[src/rtl/bcd_display_scan.sv]
// rtl/bcd_display_scan.sv - six-digit multiplexed BCD display scanner; optional LEADING_ZERO_BLANK_EN
module bcd_display_scan #(
  parameter int SCAN_DIV = 1000
) (
  input  logic        clk,
  input  logic        clr_n,
  input  logic        load,
  input  logic [23:0] q_in,
  output logic [6:0]  seg,
  output logic [5:0]  an,
  output logic        bcd_err
);

  localparam int PW = (SCAN_DIV > 2) ? $clog2(SCAN_DIV) : 1;
  localparam logic [PW-1:0] PRESC_LAST = PW'(SCAN_DIV - 1);
  localparam logic [2:0]    IDX_LAST   = 3'd5;
  localparam logic [6:0]    SEG_DASH   = 7'h40;

  logic [23:0]   latch_q, latch_d;
  logic [PW-1:0] presc_q, presc_d;
  logic [2:0]    idx_q, idx_d;
  logic [5:0]    an_q, an_d;
  logic [6:0]    seg_q, seg_d;
  logic          err_q, err_d;

  logic          tick;
  logic [3:0]    cur_nib;
  logic [6:0]    cur_seg;

  // Seven-segment decode, {g,f,e,d,c,b,a}; non-BCD nibbles show a dash.
  function automatic logic [6:0] decode_nib(input logic [3:0] nib);
    logic [6:0] s;
    case (nib)
      4'd0:    s = 7'h3F;
      4'd1:    s = 7'h06;
      4'd2:    s = 7'h5B;
      4'd3:    s = 7'h4F;
      4'd4:    s = 7'h66;
      4'd5:    s = 7'h6D;
      4'd6:    s = 7'h7D;
      4'd7:    s = 7'h07;
      4'd8:    s = 7'h7F;
      4'd9:    s = 7'h6F;
      default: s = SEG_DASH;
    endcase
    return s;
  endfunction

  // True when any of the six nibbles is outside 0..9.
  function automatic logic has_bad_nib(input logic [23:0] v);
    logic bad;
    bad = 1'b0;
    for (int k = 0; k < 6; k++) begin
      if (v[4*k +: 4] > 4'd9) bad = 1'b1;
    end
    return bad;
  endfunction

  // Prescaler: the terminal count is the digit advance tick.
  always_comb begin
    tick    = (presc_q == PRESC_LAST);
    presc_d = tick ? '0 : presc_q + 1'b1;
  end

  // Digit index walks 0..5 and wraps, moving only on a tick.
  always_comb begin
    idx_d = idx_q;
    if (tick) idx_d = (idx_q == IDX_LAST) ? 3'd0 : idx_q + 3'd1;
  end

  // Display latch and error flag both follow q_in only on a load.
  always_comb begin
    latch_d = latch_q;
    err_d   = err_q;
    if (load) begin
      latch_d = q_in;
      err_d   = has_bad_nib(q_in);
    end
  end

  // Select the latched nibble for the digit currently being scanned.
  always_comb begin
    cur_nib = 4'd0;
    case (idx_q)
      3'd0:    cur_nib = latch_q[3:0];
      3'd1:    cur_nib = latch_q[7:4];
      3'd2:    cur_nib = latch_q[11:8];
      3'd3:    cur_nib = latch_q[15:12];
      3'd4:    cur_nib = latch_q[19:16];
      3'd5:    cur_nib = latch_q[23:20];
      default: cur_nib = 4'd0;
    endcase
  end

`ifdef LEADING_ZERO_BLANK_EN
  logic [5:0] zero_from;

  // zero_from[k]: latch digits k..5 are all zero, so digit k is a leading zero.
  always_comb begin
    zero_from[5] = (latch_q[23:20] == 4'd0);
    for (int k = 4; k >= 0; k--) begin
      zero_from[k] = zero_from[k+1] && (latch_q[4*k +: 4] == 4'd0);
    end
  end

  // Decode, blanking leading zeros on every digit except the units digit.
  always_comb begin
    cur_seg = decode_nib(cur_nib);
    if ((idx_q != 3'd0) && (idx_q <= IDX_LAST) && zero_from[idx_q]) cur_seg = 7'h00;
  end
`else
  // Plain decode of the selected digit.
  always_comb begin
    cur_seg = decode_nib(cur_nib);
  end
`endif

  // Output stage: one-hot-low digit select plus segments for the current index.
  always_comb begin
    an_d  = 6'b111111;
    seg_d = cur_seg;
    if (idx_q <= IDX_LAST) an_d = ~(6'b000001 << idx_q);
  end

  // State register; reset clears everything, including the display outputs.
  always_ff @(posedge clk or negedge clr_n) begin
    if (!clr_n) begin
      latch_q <= '0;
      presc_q <= '0;
      idx_q   <= 3'd0;
      an_q    <= 6'b111111;
      seg_q   <= 7'h00;
      err_q   <= 1'b0;
    end else begin
      latch_q <= latch_d;
      presc_q <= presc_d;
      idx_q   <= idx_d;
      an_q    <= an_d;
      seg_q   <= seg_d;
      err_q   <= err_d;
    end
  end

  assign seg     = seg_q;
  assign an      = an_q;
  assign bcd_err = err_q;

endmodule
[config.mk]
export PLATFORM = sky130hd
export DESIGN_NAME = bcd_display_scan
export DESIGN_NICKNAME = d
export VERILOG_FILES = /design/src/rtl/bcd_display_scan.sv
export SDC_FILE = /design/constraint.sdc
export NUM_CORES = 1
export LEC_CHECK = 0
export BUFFER_PORTS_ARGS = -buffer_cell sky130_fd_sc_hd__buf_2
export CAP_MARGIN = 10
export CELL_PAD_IN_SITES_DETAIL_PLACEMENT = 1
export CELL_PAD_IN_SITES_GLOBAL_PLACEMENT = 1
export CORE_MARGIN = 3
export CORE_UTILIZATION = 44
export CTS_BUF_LIST = sky130_fd_sc_hd__clkbuf_16
export CTS_CLUSTER_SIZE = 16
export DETAILED_ROUTE_END_ITERATION = 6
export GPL_ROUTABILITY_DRIVEN = 1
export PLACE_DENSITY = 0.89
export SYNTH_ARGS = -nofsm -noshare
export SYNTH_HDL_FRONTEND = slang
export SYNTH_SLANG_ARGS = --single-unit
[constraint.sdc]
create_clock -name clk -period 3.47 [get_ports clk]
set_clock_uncertainty 0.2 [all_clocks]
set_input_delay 0.694 -clock clk [delete_from_list [all_inputs] [get_ports clk]]
set_output_delay 0.694 -clock clk [all_outputs]
set_load 0.005 [all_outputs]
==> summary.md, run 1 <==
| Metric | Value |
|---|---|
| Per-cell routed wire length | `17.31 um` |
| Global Route Usage Sum | `0.1867` |
| CTS Buffer Depth | `2` |
| Compound-cell area share of the yosys netlist | `0.08954` |
| Synth Area in XOR/XNOR | `0.03020` |
| Switching share of power | `0.2316` |
| Async S/R FF share, synth | `1.000` |
| GP Congestion | `0.7742` |
| Ys flop type | `dfrtp_1` |
| Post-synthesis mux area share | `0.1624` |
| Commonest cells post-synth | `dfrtp_1, mux2_2, nor2_1` |
| Slew HR | `0.3155` |
| Fin Hold WS | `0.2878 ns` |
| P_leak | `1.209 nW` |
| Die Height | `just under 80 um` |
| Worst setup margin | `0.6050 ns` |
| Worst path required time | `3.48 ns` |
| Mapped cell area | `around 0.0023 sq mm` |
| Synth Area in Adders | `0.04315` |
| Sw Pwr | `0.0002915 W` |
| Logic pwr share | `0.109` |
| CTS tree | `yes` |
| Fin. max-slew vios | `0` |
| Setup TNS | `0 ns` |
| CTS Sinks | `just over 50` |
| Rows | `25` |
| Setup WS pre-CTS | `0.6901 ns` |
| Startpoint Class | `flip-flop` |
| Routed via count | `1622` |
| Simple-Gate Fraction of Synth Area | `0.09223` |
| Placed cell areas | `0.002577 sq mm` |
| Final worst-path cycle share | `0.8256` |
| Final setup viols | `0` |
| Part of the power in the clock network | `0.368` |
| Ant diodes | `0` |
| Drt total wl | `slightly above 5 mm` |
| Hold Crit Class | `reg2reg` |
| P_int | `0.0009671 W` |
| CTS Hold Buffers Added | `0` |
| Synth area leaders | `dfrtp_1, mux2_2, dfstp_2` |
| CP Max Fanout | `13` |
| Syn Inst Count | `roughly 190` |
| Yosys top cell area share | `0.4854` |
| Max-cap violations | `0` |
| Endpoints failing hold | `0` |
| Max Fclk | `349.0 MHz` |
| Max VDD drop | `0.2659 mV` |
| Syn avg cell area | `12.27 sq um` |
| Final net count | `between 200 and 300` |
| Yosys cell types | `40` |
| Clock root buffer | `clkbuf_16` |
| Largest net degree at the start of global routing | `48` |
| DRT antenna net count | `0` |
| # Post-CTS Setup Buffers | `0` |
| Seq/Total Area, Yosys | `0.5534` |
| Post-CTS Resized | `0` |
| Drt first pass iters | `4` |
| Main combinational cell family by area after synthesis | `multiplexers` |
| Cell taking the most area after synthesis | `dfrtp_1` |
| Die Width | `78.61 um` |
| Grt ovf | `0` |
| Antenna violations before repair | `0` |
| Synth Warn # | `0` |
| PD cells | `463.6 mW/mm^2` |
| Number of synthesized flops with an enable pin | `0` |
| PortBufs | `40` |
| Starting density of the core | `0.4724` |
| Max H-tree Level | `2` |
| Seq pwr share | `0.523` |
| Clock Pin Slew Worst Setup and Hold Paths | `0.06 ns` |
| Fin area | `0.002715 sq mm` |
| Number of synthesized register bits | `51` |
| Post-DP HPWL | `3.727 mm` |
| Global-route wire length before repair | `about 9 mm` |
| Status | `complete, no violations` |
| Critical Path End Type | `flip-flop` |
| Total CTS buffers | `5` |
| Io pins | `41` |
| CP arrival | `around 2.9 ns` |
| Die area | `0.006180 sq mm` |
| Clk Latency, worst-skew pair | `~0.29 ns` |
| Area Overhead vs Synth | `17.04%` |
| Worst slew pin tran | `1.027 ns` |
| Unrepaired setup endpoints after global routing | `no` |
| Syn nets | `between 200 and 250` |
| 1st-iter DRT viols | `95` |
| Worst Setup Path Type | `reg2reg` |
| Share of layout cells above drive strength 1 | `0.3420` |
| Drt via density | `5.443` |
| Post-route DRC | `0` |
| Core area | `0.004911 sq mm` |
| Tmin final | `2.865 ns` |
| Vias in the first global route | `1783` |
| Cell with the most instances after synthesis | `dfrtp_1` |
[path summary, 6_finish.rpt]
| check | slack (ns) | startpoint | cells past startpoint | endpoint |
|---|---|---|---|---|
| min in group asynchronous | 0.39 | clr_n | 1 | bcd_err |
| max in group asynchronous | 1.94 | clr_n | 2 | an[4] |
| min | 0.29 | presc_q[0] | 1 | presc_q[0] |
| max | 0.61 | idx_q[0] | 8 | seg[3] |
| min reg2reg | 0.29 | presc_q[0] | 1 | presc_q[0] |
| max reg2reg | 0.61 | idx_q[0] | 8 | seg[3] |
[state kept, by name, summed over array words and instances, names as in the netlist]
register	cells
an	6
bcd_err	1
idx_q	3
latch_q	24
presc_q	10
seg	7
[per-stage QoR]
stage          instances  power (W)    util
2_1_floorplan        189  0.0007409       -
3_3_place_gp         290  0.0008011  0.5248
3_5_place_dp         290  0.0008078  0.5248
4_1_cts              298   0.001272  0.5529
5_1_grt              298   0.001316  0.5529
6_report             298   0.001259  0.5529
[worst max-delay path, stage by stage, from the launching register on]
cell and delay, ns:
dfrtp_1 0.53, and2_1 0.24, ha_1 0.25, a32o_1 0.26, a21oi_1 0.43, inv_1 0.14
ha_1 0.33, mux2_1 0.30, o21ai_1 0.11
[logic make-up after synthesis]
family | count (synthesis)
AOI/OAI and AO/OA | 30
xor gates and xnor gates | 8
DFF | 51
buffers and inverters | 16
muxes | 33
adders and majority gates | 8
and+or+nand+nor | 43
[routing by layer]
layer	share of wire	track usage	vias up
met5	0	0	-
li1	-	-	745
met2	0.53	0.3260	31
met4	0.024	0.07343	0
met3	0.032	0.03555	10
met1	0.42	0.2265	836
[power by group through the flow]
stage               Combinational, W  Sequential (W)  Clock [W]
detailed placement          0.000139        0.000669          0
floorplan                  0.0000787        0.000662          0
CTS                         0.000140        0.000659   0.000473
global route                0.000155        0.000664   0.000498
finish                      0.000137        0.000658   0.000463
global placement            0.000133        0.000668          0
[area by class of cell]
class,count,area [sq um]
tap,67,83.83
timing repair buffer,41,207.7
clock buffer,5,125.1
fill,550,2196
inverter,9,33.78
multi-input combinational,122,968.4
clock inverter,3,12.51
sequential,51,1284
[cells in the final DEF, fill, tap and decap left out, types with 3 or more instances in the layout]
cell type | synthesis | layout
nand3_1 | 6 | 6
o21ai_1 | 6 | 6
ha_1 | 8 | 8
clkbuf_16 | 0 | 5
mux2_2 | 24 | 24
dfstp_2 | 6 | 6
buf_2 | 3 | 40
nor2_1 | 13 | 13
nand2_1 | 10 | 10
mux2i_1 | 5 | 5
xor2_1 | 5 | 5
a21oi_1 | 3 | 3
o21ai_0 | 9 | 9
dfrtp_1 | 45 | 45
mux2_1 | 3 | 3
inv_1 | 9 | 11
xnor2_1 | 3 | 3
Power figures use the tool's default switching activity.
==> run 2, diff against run 1 <==
--- a/config.mk
+++ b/config.mk
@@ -10,12 +10,12 @@
 export CELL_PAD_IN_SITES_DETAIL_PLACEMENT = 1
 export CELL_PAD_IN_SITES_GLOBAL_PLACEMENT = 1
 export CORE_MARGIN = 3
-export CORE_UTILIZATION = 44
+export CORE_UTILIZATION = 40
 export CTS_BUF_LIST = sky130_fd_sc_hd__clkbuf_16
 export CTS_CLUSTER_SIZE = 16
 export DETAILED_ROUTE_END_ITERATION = 6
 export GPL_ROUTABILITY_DRIVEN = 1
-export PLACE_DENSITY = 0.89
+export PLACE_DENSITY = 0.85
 export SYNTH_ARGS = -nofsm -noshare
 export SYNTH_HDL_FRONTEND = slang
 export SYNTH_SLANG_ARGS = --single-unit
==> constraint.sdc (replaced) <==
create_clock -name clk -period 2.55 [get_ports clk]
set_clock_uncertainty 0.2 [all_clocks]
set_input_delay 0.51 -clock clk [delete_from_list [all_inputs] [get_ports clk]]
set_output_delay 0.51 -clock clk [all_outputs]
set_load 0.005 [all_outputs]
==> run 2 against run 1 <==
Effect of this change: the flow now finishes with violations (hold timing); register-to-register slack lost 0.48 ns; final cell count grew 4.4%; sequential power grew 36%; design area increased by 3.9%; highest routed layer unchanged; via count shrank 1.5%; count of clock-buffer cells in the layout stayed put; global-route usage down 2.0 points.
==> summary.md, run 2 (synthesized netlist as in run 1, its figures left out) <==
| Metric | Value |
|---|---|
| Antenna violations before repair | `0 (unchanged)` |
| Worst setup margin | `0.1206 ns (-0.4844 ns)` |
| P_leak | `1.260 nW (+4.2%)` |
| Layout fillers | `608 (+11%)` |
| Worst Setup Path Type | `reg2reg` |
| Clock root buffer | `clkbuf_16` |
| Post-route DRC | `0 (unchanged)` |
| Commonest non-fill, non-tap cell in the layout | `dfrtp_1` |
| Status | `finished, violations left` |
| Endpoints failing hold | `14 (+14)` |
| Largest net degree at the start of global routing | `31 (-35%)` |
| PortBufs | `40 (unchanged)` |
| Post-CTS Resized | `0 (unchanged)` |
| Fin Hold WS | `-0.007579 ns (-0.2954 ns)` |
| Drt total wl | `5.081 mm (-1.5%)` |
| CP arrival | `2.39 ns (-0.49 ns)` |
| Final net count | `273 (+3.0%)` |
| Routed via count | `1598 (-1.5%)` |
| CP Max Fanout | `9 (-4)` |
| Worst path required time | `2.51 ns (-0.97 ns)` |
| Final worst-path cycle share | `0.9527 (+0.1271)` |
| Tmin final | `2.429 ns (-0.4356 ns)` |
| Area Overhead vs Synth | `21.57%` |
| Die area | `0.006749 sq mm (+9.2%)` |
| Share of layout cells above drive strength 1 | `0.3682 (+0.02621)` |
| Starting density of the core | `0.4162 (-0.05620)` |
| Vias in the first global route | `1700 (-4.7%)` |
| Max FFs per register | `24 (unchanged)` |
| CTS Hold Buffers Added | `0 (unchanged)` |
| Grt ovf | `0 (unchanged)` |
| Fin. max-slew vios | `0 (unchanged)` |
| Ant diodes | `0 (unchanged)` |
| Die Width | `82.16 um (+4.5%)` |
| Rows | `27 (+8.0%)` |
| Max VDD drop | `0.3703 mV (+39%)` |
| Post-DP HPWL | `3.898 mm (+4.6%)` |
| R2R setup slack | `0.12 ns (-0.48 ns)` |
| Clock Pin Slew Worst Setup and Hold Paths | `0.07 ns (about the same)` |
| CTS Buffer Depth | `2 (unchanged)` |
| Setup WS pre-CTS | `0.1042 ns (-0.5859 ns)` |
| CTS tree | `yes` |
| PD cells | `650.2 mW/mm^2 (+40%)` |
| Violated checks | `hold timing` |
| Unrepaired setup endpoints after global routing | `no` |
| Global Route Usage Sum | `0.1669 (-0.01987)` |
| Critical Path End Type | `flip-flop` |
| Drt first pass iters | `4 (unchanged)` |
| CTS Sinks | `51 (unchanged)` |
| Final setup viols | `0 (unchanged)` |
| Drt via density | `5.138 (-5.6%)` |
| Biggest register | `latch_q` |
| Die Height | `82.16 um (+4.5%)` |
| Setup TNS | `0 ns (unchanged)` |
| Worst slew pin tran | `0.5515 ns (-0.4753 ns)` |
| Total CTS buffers | `5 (unchanged)` |
| Max H-tree Level | `2 (unchanged)` |
| Io pins | `41 (unchanged)` |
| Max-cap violations | `0 (unchanged)` |
| Core area | `0.005574 sq mm (+14%)` |
| Clk Latency, worst-skew pair | `0.28 ns (about the same)` |
| Commonest non-fill, non-tap cells in the layout | `dfrtp_1, buf_2, mux2_2` |
| Startpoint Class | `flip-flop` |
| Global-route wire length before repair | `8.335 mm (-6.5%)` |
| Per-cell routed wire length | `16.34 um (-5.6%)` |
| Hold Crit Class | `in2async` |
| 1st-iter DRT viols | `49 (-48%)` |
| Slew HR | `0.6323 (+0.3168)` |
| GP Congestion | `0.8409 (+8.6%)` |
| DRT antenna net count | `0 (unchanged)` |
| Max Fclk | `411.6 MHz (+18%)` |
run 2: cell count changes in the layout (fill, tap and decap cells not counted):
cell	change
buf_4	+7
inv_1	-2
buf_12	+1
bufinv_16	+1
clkinv_1	+1
run 2: final timing paths:
kind | from | to | cells past startpoint
hold reg to reg | presc_q[0] | presc_q[0] | 1
hold / removal | clr_n | presc_q[7] | 1
min in group clk | q_in[20] | latch_q[20] | 2
max in group asynchronous | clr_n | an[1] | 2
setup / recovery | idx_q[0] | seg[4] | 7
setup reg to reg | idx_q[0] | seg[4] | 7
run 2: final cells by class:
type	instances	area, sq um	area share
multi-input combinational	122	968.4	0.3434
inverter	9	33.78	0.01198
tap	72	90.09	0.03194
timing repair buffer	49	280.3	0.09938
sequential	51	1284	0.4552
clock inverter	3	38.79	0.01375
clock buffer	5	125.1	0.04437
run 2: timing repair:
action                     CTS  global route
setup endpoints to repair    0             2
hold endpoints to repair     0             0
setup buffers                0             2
run 2: critical path: stages (launching register included):
cell      delay [ns]
dfrtp_1         0.44
and2_1          0.19
ha_1            0.23
a222oi_1        0.44
a21boi_4        0.36
buf_4           0.17
mux2i_1         0.20
o21ai_1         0.08
run 2: routing by layer:
layer,part of all wire,global-route usage,vias to the layer above
li1,-,-,762
met1,0.45,0.2109,788
met2,0.49,0.2795,40
met3,0.042,0.03688,8
met4,0.018,0.06312,0
met5,0,0,-
run 2: power by group:
part	switching, W	internal (W)	total (W)
clock	0.000281	0.000458	0.000738
combinational	0.0000963	0.000105	0.000201
sequential	0.0000287	0.000866	0.000894
run 2: stage by stage:
step | total power [W] | hold slack, ns | area, sq um | cells | util
floorplan | 0.001008 | 0.01441 | 2320 | 189 | -
global placement | 0.001096 | 0.2467 | 2641 | 301 | 0.4739
detailed placement | 0.001108 | 0.2965 | 2641 | 301 | 0.4739
CTS | 0.001852 | 0.009907 | 2805 | 309 | 0.5033
global route | 0.001918 | 0.03000 | 2820 | 311 | 0.5059
finish | 0.001834 | -0.007579 | 2820 | 311 | 0.5059
==> run 3, diff against run 2 <==
--- a/config.mk
+++ b/config.mk
@@ -10,12 +10,12 @@
 export CELL_PAD_IN_SITES_DETAIL_PLACEMENT = 1
 export CELL_PAD_IN_SITES_GLOBAL_PLACEMENT = 1
 export CORE_MARGIN = 3
-export CORE_UTILIZATION = 40
+export CORE_UTILIZATION = 44
 export CTS_BUF_LIST = sky130_fd_sc_hd__clkbuf_16
 export CTS_CLUSTER_SIZE = 16
 export DETAILED_ROUTE_END_ITERATION = 6
 export GPL_ROUTABILITY_DRIVEN = 1
-export PLACE_DENSITY = 0.85
+export PLACE_DENSITY_LB_ADDON = 0.1
 export SYNTH_ARGS = -nofsm -noshare
 export SYNTH_HDL_FRONTEND = slang
 export SYNTH_SLANG_ARGS = --single-unit
==> constraint.sdc (replaced) <==
create_clock -name clk -period 2.7 [get_ports clk]
set_clock_uncertainty 0.2 [all_clocks]
set_input_delay 0.54 -clock clk [delete_from_list [all_inputs] [get_ports clk]]
set_output_delay 0.54 -clock clk [all_outputs]
set_load 0.005 [all_outputs]
==> run 3 against run 2 <==
Effect of this change: the flow now finishes without violations; register-to-register slack better by 0.09 ns; count of clock-buffer cells in the layout stayed put; critical path depth is 1 higher; largest power group unchanged; core utilization is 5.8 points higher; first-iteration DRC count is 31% lower; final cell count is 1.9% lower; global-route usage is 1.1 points higher; design area is 1.9% lower.
==> summary.md, run 3 (synthesized netlist as in run 1, its figures left out) <==
| Metric | Value |
|---|---|
| Hold Crit Class | `in2async` |
| Drt via density | `5.279 (+2.7%)` |
| Starting density of the core | `0.4724 (+0.05620)` |
| Placed cell areas | `0.002608 sq mm (-1.3%)` |
| Die area | `0.006180 sq mm (-8.4%)` |
| Endpoints failing hold | `0 (-14)` |
| Post-DP HPWL | `3.710 mm (-4.8%)` |
| Commonest non-fill, non-tap cell in the layout | `dfrtp_1` |
| Slew HR | `0.5812 (-0.05117)` |
| Clk Latency, worst-skew pair | `0.28 ns (about the same)` |
| Largest net degree at the start of global routing | `52 (+68%)` |
| Layout fillers | `555 (-8.7%)` |
| Post-route DRC | `0 (unchanged)` |
| Biggest register | `latch_q` |
| Commonest non-fill, non-tap cells in the layout | `dfrtp_1, buf_2, mux2_2` |
| P_leak | `1.240 nW (-1.5%)` |
| Total power | `0.001620 W (-12%)` |
| Final net count | `272 (-0.37%)` |
| Die Height | `78.61 um (-4.3%)` |
| Core area | `0.004911 sq mm (-12%)` |
| Per-cell routed wire length | `16.19 um (-0.92%)` |
| Clock root buffer | `clkbuf_16` |
| Final setup viols | `0 (unchanged)` |
| Global Route Usage Sum | `0.1781 (+0.01120)` |
| CTS tree | `yes` |
| Startpoint Class | `flip-flop` |
| Vias in the first global route | `1801 (+5.9%)` |
| Final worst-path cycle share | `0.9209 (-0.03185)` |
| Share of layout cells above drive strength 1 | `0.3613 (-0.006856)` |
| Io pins | `41 (unchanged)` |
| Setup TNS | `0 ns (unchanged)` |
| Drt first pass iters | `4 (unchanged)` |
| Fin Hold WS | `0.1529 ns (+0.1605 ns)` |
| Clock Pin Slew Worst Setup and Hold Paths | `0.06 ns (about the same)` |
| Status | `complete, no violations` |
| Rows | `25 (-7.4%)` |
| PD cells | `585.5 mW/mm^2 (-10%)` |
| Max FFs per register | `24 (unchanged)` |
| DRT antenna net count | `0 (unchanged)` |
| CTS Hold Buffers Added | `0 (unchanged)` |
| Worst path required time | `2.71 ns (+0.20 ns)` |
| GP Congestion | `0.8144 (-3.2%)` |
| PortBufs | `40 (unchanged)` |
| CP arrival | `2.49 ns (+0.10 ns)` |
| Max H-tree Level | `2 (unchanged)` |
| Total CTS buffers | `5 (unchanged)` |
| Fin. max-slew vios | `0 (unchanged)` |
| Die Width | `78.61 um (-4.3%)` |
| Area Overhead vs Synth | `19.31%` |
| Max Fclk | `402.2 MHz (-2.3%)` |
| Tmin final | `2.486 ns (+0.05691 ns)` |
| CTS Sinks | `51 (unchanged)` |
| Ant diodes | `0 (unchanged)` |
| CP Max Fanout | `13 (+4)` |
| Grt ovf | `0 (unchanged)` |
| Worst slew pin tran | `0.6282 ns (+0.07675 ns)` |
| Worst Setup Path Type | `reg2reg` |
| Critical Path End Type | `flip-flop` |
| Antenna violations before repair | `0 (unchanged)` |
| Fin area | `0.002768 sq mm (-1.9%)` |
| CTS Buffer Depth | `2 (unchanged)` |
| Drt total wl | `4.937 mm (-2.8%)` |
| Max VDD drop | `0.3073 mV (-17%)` |
| 1st-iter DRT viols | `34 (-31%)` |
| Global-route wire length before repair | `8.645 mm (+3.7%)` |
| Finished Core Util | `0.5636 (+0.05762)` |
| Routed via count | `1610 (+0.75%)` |
| Max-cap violations | `0 (unchanged)` |
run 3: cell count changes in the layout (fill, tap and decap cells not counted):
cell       before  now
buf_12          1    0
inv_1           9   10
bufinv_16       1    0
run 3: repair_timing:
item	in CTS	in global routing
endpoints found under the setup margin	0	2
buffers inserted	0	3
gates resized for setup	0	0
run 3: worst paths after layout:
kind	startpoint	endpoint	slack (ns)	depth (start not counted)
setup reg to reg	idx_q[0]	seg[3]	0.21	8
max in group asynchronous	clr_n	latch_q[21]	1.72	2
hold / removal	clr_n	latch_q[0]	0.15	2
hold reg to reg	presc_q[0]	presc_q[0]	0.27	1
min in group clk	presc_q[0]	presc_q[0]	0.27	1
setup / recovery	idx_q[0]	seg[3]	0.21	8
run 3: metrics by stage:
step,cells,worst slack (ns)
floorplan,189,0.2030
detailed placement,294,0.2090
global route,305,-0.004100
global placement,294,0.2793
finish,305,0.2137
CTS,302,0.1874
run 3: critical path: stages, from the launching register on:
cell	delay, ns
dfrtp_1	0.52
and2_1	0.23
ha_1	0.23
a32o_1	0.22
a21oi_1	0.19
inv_1	0.09
ha_1	0.32
mux2_1	0.29
o21ai_1	0.12
run 3: layout make-up:
class	count	area [sq um]	area share
Tap cell	67	83.83	0.03029
Clock inverter	3	12.51	0.004521
Multi-Input combinational cell	122	968.4	0.3499
Sequential cell	51	1284	0.4638
Inverter	9	33.78	0.01221
Clock buffer	5	125.1	0.04521
Timing Repair Buffer	48	260.3	0.09403
run 3: metal layers:
layer,share of wire,global-route usage,vias up,wire length (um)
met1,0.42,0.2080,806,2070
met3,0.048,0.04587,7,236
li1,-,-,764,-
met4,0.011,0.05245,0,55
met2,0.52,0.3192,33,2573
met5,0,0,-,0
run 3: where the power goes:
part | internal (W) | switching [W]
registers | 0.000818 | 0.0000267
clock network | 0.000335 | 0.000250
logic | 0.0000996 | 0.0000912
